**config.mk**
```make
export PLATFORM = sky130hd
export DESIGN_NAME = multi_rail_monitor
export DESIGN_NICKNAME = d
export VERILOG_FILES = /design/src/rtl/multi_rail_monitor.sv
export SDC_FILE = /design/constraint.sdc
export NUM_CORES = 1
export LEC_CHECK = 0
export ABC_CLOCK_PERIOD_IN_PS = 3900
export CAP_MARGIN = 20
export CELL_PAD_IN_SITES_DETAIL_PLACEMENT = 0
export CELL_PAD_IN_SITES_GLOBAL_PLACEMENT = 1
export CORE_AREA = 2 2 100 198
export DETAILED_ROUTE_END_ITERATION = 10
export DIE_AREA = 0 0 102 200
export PLACE_DENSITY = 0.92
export SKIP_LAST_GASP = 1
export SLEW_MARGIN = 10
export SYNTH_ARGS = -nofsm -noshare
export SYNTH_HDL_FRONTEND = slang
export SYNTH_SLANG_ARGS = --single-unit
```
**constraint.sdc**
```tcl
create_clock -name clk -period 3.9 [get_ports clk]
set_clock_uncertainty 0.1 [all_clocks]
set_input_delay 0.585 -clock clk [delete_from_list [all_inputs] [get_ports clk]]
set_output_delay 0.585 -clock clk [all_outputs]
set_load 0.005 [all_outputs]
```
**src/rtl/multi_rail_monitor.sv**
```systemverilog
// rtl/multi_rail_monitor.sv - per-rail under-voltage monitor with hysteresis, integrating filter and sticky faults
// One sample per cycle updates exactly one channel; every other channel holds its state.
module multi_rail_monitor #(
    parameter int N_CH   = 4,
    parameter int CODE_W = 10,
    parameter int CNT_W  = 8,
    localparam int CH_W  = (N_CH > 1) ? $clog2(N_CH) : 1
) (
    input  logic                     clk,
    input  logic                     reset_n,
    input  logic                     sample_valid,
    input  logic [CH_W-1:0]          sample_ch,
    input  logic [CODE_W-1:0]        sample_code,
    input  logic [N_CH*CODE_W-1:0]   thr_lo,
    input  logic [N_CH*CODE_W-1:0]   thr_hi,
    input  logic [CNT_W-1:0]         filt_limit,
    input  logic [N_CH-1:0]          ch_enable,
    input  logic [N_CH-1:0]          clr_req,
    output logic [N_CH-1:0]          fault_now,
    output logic [N_CH-1:0]          fault_sticky,
    output logic                     fault_any,
    output logic                     irq,
    output logic                     sample_err
);

    logic [N_CH-1:0]  r_raw;
    logic [CNT_W-1:0] r_cnt [N_CH];
    logic [N_CH-1:0]  r_fault_now;
    logic [N_CH-1:0]  r_fault_sticky;
    logic             r_irq;
    logic             r_sample_err;

    logic [N_CH-1:0]  w_raw_nx;
    logic [CNT_W-1:0] w_cnt_nx [N_CH];
    logic [N_CH-1:0]  w_fault_nx;
    logic [N_CH-1:0]  w_sticky_nx;
    logic             w_irq_nx;
    logic [CNT_W-1:0] w_eff_limit;
    logic [31:0]      w_ch_ext;
    logic             w_ch_ok;

    // A zero trip count would make the filter meaningless, so treat it as one.
    assign w_eff_limit = (filt_limit == '0) ? CNT_W'(1) : filt_limit;
    assign w_ch_ext    = 32'(sample_ch);
    assign w_ch_ok     = (w_ch_ext < 32'(N_CH));

    always_comb begin
        logic [CODE_W-1:0] v_lo;
        logic [CODE_W-1:0] v_hi;
        logic              v_raw;
        v_lo  = '0;
        v_hi  = '0;
        v_raw = 1'b0;
        for (int c = 0; c < N_CH; c++) begin
            w_raw_nx[c]   = r_raw[c];
            w_cnt_nx[c]   = r_cnt[c];
            w_fault_nx[c] = r_fault_now[c];
            if (!ch_enable[c]) begin
                w_raw_nx[c]   = 1'b0;
                w_cnt_nx[c]   = '0;
                w_fault_nx[c] = 1'b0;
            end else if (sample_valid && w_ch_ok && (sample_ch == CH_W'(c))) begin
                v_lo = thr_lo[c*CODE_W +: CODE_W];
                v_hi = thr_hi[c*CODE_W +: CODE_W];
                // Below wins over above so an inverted window still reports under-voltage.
                if (sample_code < v_lo)
                    v_raw = 1'b1;
                else if (sample_code > v_hi)
                    v_raw = 1'b0;
                else
                    v_raw = r_raw[c];
                w_raw_nx[c] = v_raw;

                if (r_cnt[c] > w_eff_limit)
                    w_cnt_nx[c] = w_eff_limit;
                else if (v_raw)
                    w_cnt_nx[c] = (r_cnt[c] == w_eff_limit) ? w_eff_limit : r_cnt[c] + CNT_W'(1);
                else
                    w_cnt_nx[c] = (r_cnt[c] == '0) ? '0 : r_cnt[c] - CNT_W'(1);

                if (w_cnt_nx[c] == w_eff_limit)
                    w_fault_nx[c] = 1'b1;
                else if (w_cnt_nx[c] == '0)
                    w_fault_nx[c] = 1'b0;
            end
        end
        // A new fault beats a clear arriving on the same edge.
        w_sticky_nx = (w_fault_nx & ~r_fault_now) | (r_fault_sticky & ~clr_req);
        w_irq_nx    = |(w_sticky_nx & ~r_fault_sticky);
    end

    always_ff @(posedge clk or negedge reset_n) begin
        if (!reset_n) begin
            r_raw          <= '0;
            r_fault_now    <= '0;
            r_fault_sticky <= '0;
            r_irq          <= 1'b0;
            r_sample_err   <= 1'b0;
            for (int c = 0; c < N_CH; c++)
                r_cnt[c] <= '0;
        end else begin
            r_raw          <= w_raw_nx;
            r_fault_now    <= w_fault_nx;
            r_fault_sticky <= w_sticky_nx;
            r_irq          <= w_irq_nx;
            r_sample_err   <= r_sample_err | (sample_valid & ~w_ch_ok);
            for (int c = 0; c < N_CH; c++)
                r_cnt[c] <= w_cnt_nx[c];
        end
    end

    assign fault_now    = r_fault_now;
    assign fault_sticky = r_fault_sticky;
    assign fault_any    = |r_fault_now;
    assign irq          = r_irq;
    assign sample_err   = r_sample_err;

endmodule

```
==> results of run 1 <==
sequential cells by signal, summed over array words and instances (netlist names):
register / count
irq: 1
r_cnt: 32
r_raw: 4
fault_now: 4
fault_sticky: 4
worst min path at each step:
stage                  from                      to  slack [ns]  depth (start not counted)
floorplan           reset_n  fault_now[0]$_DFF_PN0_        0.19                          0
global placement    reset_n    r_cnt[1]$_DFFE_PN0P_        0.42                          1
detailed placement  reset_n    r_cnt[1]$_DFFE_PN0P_        0.42                          1
CTS                 reset_n    r_cnt[1]$_DFFE_PN0P_         0.1                          1
global route        reset_n  fault_now[0]$_DFF_PN0_        0.12                          1
finish              reset_n    r_cnt[1]$_DFFE_PN0P_        0.09                          1
cell type report:
class	count	area, µm²	share of cell area
clock buffers	8	136.4	0.01289
inverters	110	412.9	0.03902
multi-input cells	814	5976	0.5647
flip-flops and latches	45	1126	0.1064
well taps	255	319.1	0.03015
repair buffers	303	2613	0.2469
timing repair:
item                                    CTS  global route
endpoints found under the setup margin    2            12
resized for setup                         2            31
pin swaps                                 0             5
setup buffers                             0             1
worst max-delay path: stages:
cell and delay, ns:
sky130_fd_sc_hd__clkdlybuf4s50_1 0.40, sky130_fd_sc_hd__buf_4 0.17, sky130_fd_sc_hd__ha_1 0.31, sky130_fd_sc_hd__buf_4 0.14, sky130_fd_sc_hd__a21oi_1 0.14, sky130_fd_sc_hd__a21oi_1 0.08, sky130_fd_sc_hd__o31a_1 0.34, sky130_fd_sc_hd__buf_4 0.16
sky130_fd_sc_hd__and2_1 0.17, sky130_fd_sc_hd__buf_4 0.17, sky130_fd_sc_hd__a22o_1 0.24, sky130_fd_sc_hd__a22o_1 0.22, sky130_fd_sc_hd__o41ai_4 0.36, sky130_fd_sc_hd__buf_4 0.19, sky130_fd_sc_hd__nand4b_1 0.12, sky130_fd_sc_hd__nand4_1 0.09
logic make-up after synthesis:
family,Yosys count,synth area share
AND/OR/NAND/NOR,337,0.2257
AO/OA/AOI/OAI,263,0.2325
buffers and inverters,160,0.08128
adder cells (fa/ha/maj),120,0.1974
XOR/XNOR,58,0.06680
flip-flops,45,0.1481
multiplexers,35,0.04771
other,1,0.0004931
placed cells by master (no fill, tap or decap), types with 25 or more instances in the layout:
cell type / count
sky130_fd_sc_hd__mux2i_1: 25
sky130_fd_sc_hd__buf_4: 181
sky130_fd_sc_hd__nor2_1: 66
sky130_fd_sc_hd__xnor2_1: 42
sky130_fd_sc_hd__nand2_1: 87
sky130_fd_sc_hd__a21oi_1: 65
sky130_fd_sc_hd__inv_1: 103
sky130_fd_sc_hd__ha_1: 120
sky130_fd_sc_hd__dfrtp_1: 45
sky130_fd_sc_hd__o21ai_0: 44
sky130_fd_sc_hd__nand3_1: 37
sky130_fd_sc_hd__clkdlybuf4s50_1: 112
per-stage QoR:
stage	instance area, µm²	utilization	instances
2_1_floorplan	7605	-	1019
3_3_place_gp	10310	0.5472	1526
3_5_place_dp	10310	0.5472	1526
4_1_cts	10450	0.5547	1534
5_1_grt	10580	0.5619	1535
6_report	10580	0.5619	1535
report_power, final:
part / switching, W / internal [W] / total [W]
Combinational: 0.000648 / 0.000628 / 0.00128
Clock: 0.000187 / 0.000239 / 0.000426
Sequential: 0.0000285 / 0.000482 / 0.000511
Total: 0.000863 / 0.00135 / 0.00221
layer usage:
layer  part of all wire  vias up  wire length [µm]
met3              0.050      133              1500
li1                   -     4194                 -
met1               0.33     4069              9911
met2               0.54      341             16170
met4              0.085        0              2571
met5                  0        -                 0
==> flow_metrics.py, run 1 <==
metrics = {
    "critical_path": {
        "critical_path.startpoint_type": "primary input",
        "cp_arrival_ns": 3.89,
        "crit-reg2reg-capture": "fault_sticky[3]$_DFF_PN0_",
        "r2r.worst_path.cells": 14,
        "endpoint_kind": "flop",
        "r2r-start": "r_cnt[1]$_DFFE_PN0P_",
        "critical_path.max_fanout": 6,
        "worstSetupStartpoint": "sample_code[5]",
        "crit_path_end": "irq$_DFF_PN0_",
        "crit_type": "in -> reg",
        "setup.reg_to_reg.worst_slack_ns": 0.35,
        "cp.required_ns": 4.04,
    },
    "global_route": {
        "gr-usage-met2": 0.5758,
        "groute.usage.overall": 0.2959,
        "largest_net_degree_at_the_start_of_global_routing": 31,
        "first_global_vias": 8965,
        "grt.met3_usage": 0.03099,
        "grt_first_pass_wirelength_mm": 46.03,
        "gr-usage-met1": 0.2669,
        "overflow": 0,
        "grt.busiest_layer": "met2",
        "initial_antenna_violation_count": 0,
    },
    "synth": {
        "yosysMostFrequentCell": "sky130_fd_sc_hd__ha_1",
        "synthesis.instances": 1019,
        "postSynthRegisterBits": 45,
        "leading_post_synthesis_cells_by_cell_area": "sky130_fd_sc_hd__ha_1 20%, sky130_fd_sc_hd__dfrtp_1 15%, sky130_fd_sc_hd__inv_1 5.1%",
        "post-synth-top-area-fraction": 0.1974,
        "ys_async_sr_fraction": 1.000,
        "synth_fp_nets": 1250,
        "syn-mean-instance-area_um2": 7.463,
        "ys_types": 75,
        "synthesis.yosys.warnings": 0,
        "ys.flop_type": "sky130_fd_sc_hd__dfrtp_1",
        "synth_sequential_area_ratio": 0.1481,
        "mappedNetlistArea_um2": 7605,
        "synth_top_cell_by_area": "sky130_fd_sc_hd__ha_1",
        "synth_enable_flop_cells": 0,
        "synth.cells.most_frequent": "120 x sky130_fd_sc_hd__ha_1, 103 x sky130_fd_sc_hd__inv_1, 88 x sky130_fd_sc_hd__nand2_1",
    },
    "hold_path": {
        "hold_path.class": "in -> async",
    },
    "placed_design": {
        "gpl.final_weighted_congestion": 0.9675,
        "pre_cts_slack_ns": -0.3388,
        "number_of_port_buffers": 120,
        "place.detailed.hpwl_mm": 25.10,
    },
    "status": {
        "outcome": "complete, no violations",
    },
    "detailed_routing": {
        "route.detailed.wl_per_inst_um": 19.64,
        "drtIter0Drc": 397,
        "route.vias.total": 8737,
        "ant_nets": 0,
        "firstDrtPassIters": 7,
        "route.final.wire_length_mm": 30.16,
        "post_drt_via_cell_ratio": 5.692,
        "final_routed_drc_violation_total": 0,
    },
    "sta": {
        "slew_limit_headroom": 0.6102,
        "hold_ws_ns": 0.08784,
        "layout_setup_ws_ns": 0.1523,
        "final_report_hold_violation_count": 0,
        "final_report_max_slew_violation_count": 0,
        "post-route-period-util": 0.9609,
        "timing.fmax_mhz": 266.8,
        "worst-slew-pin-transition_ns": 0.5793,
        "tns_ns": 0,
        "setup_repair_after_global_routing_missed_its_margin": "true",
        "fin_crit_ns": 3.748,
        "final_setup_fails": 0,
    },
    "die": {
        "die_h_um": 200,
        "top_level_ports": 122,
        "rows": 71,
        "core_area_um2": 18830,
        "start_util": 0.4038,
        "fp.dieW_um": 102,
        "dieArea_um2": 20400,
    },
    "power_and_ir_drop": {
        "p_per_area_nw_per_um2": 209.1,
        "p_leak_nw": 5.229,
        "fin_total_pwr_w": 0.002213,
        "power.ir.vdd_worst_mv": 0.2333,
    },
    "layout": {
        "final_net_count": 1510,
        "ant_diodes": 0,
        "drive_above_1_share": 0.1852,
        "final.fill_count": 1834,
        "area_growth_pct": 39.16,
    },
    "cts": {
        "post_cts_hold_buffer_count": 0,
        "cts_htree_levels": 2,
        "clock_path_buffers": 2,
        "clock_latency_ns": 0.30,
        "clock_sinks": 45,
        "clock_tree_from_tritoncts": "yes",
        "clk_root_buffer_cell": "sky130_fd_sc_hd__clkbuf_16",
        "cts_bufs_inserted": 5,
        "clk_pin_slew_ns": 0.06,
    },
    "flow_run": {
        "max_cap_viol_count": 0,
    },
}
Note: power is estimated with default switching activity, not from simulation.
==> run 2, diff against run 1 <==
--- a/config.mk
+++ b/config.mk
@@ -10,6 +10,7 @@
 export CELL_PAD_IN_SITES_DETAIL_PLACEMENT = 0
 export CELL_PAD_IN_SITES_GLOBAL_PLACEMENT = 1
 export CORE_AREA = 2 2 100 198
+export CTS_CLUSTER_SIZE = 10
 export DETAILED_ROUTE_END_ITERATION = 10
 export DIE_AREA = 0 0 102 200
 export PLACE_DENSITY = 0.92
==> results of run 2 <==
No change in the layout: final DEF, timing and power equal those of run 1.
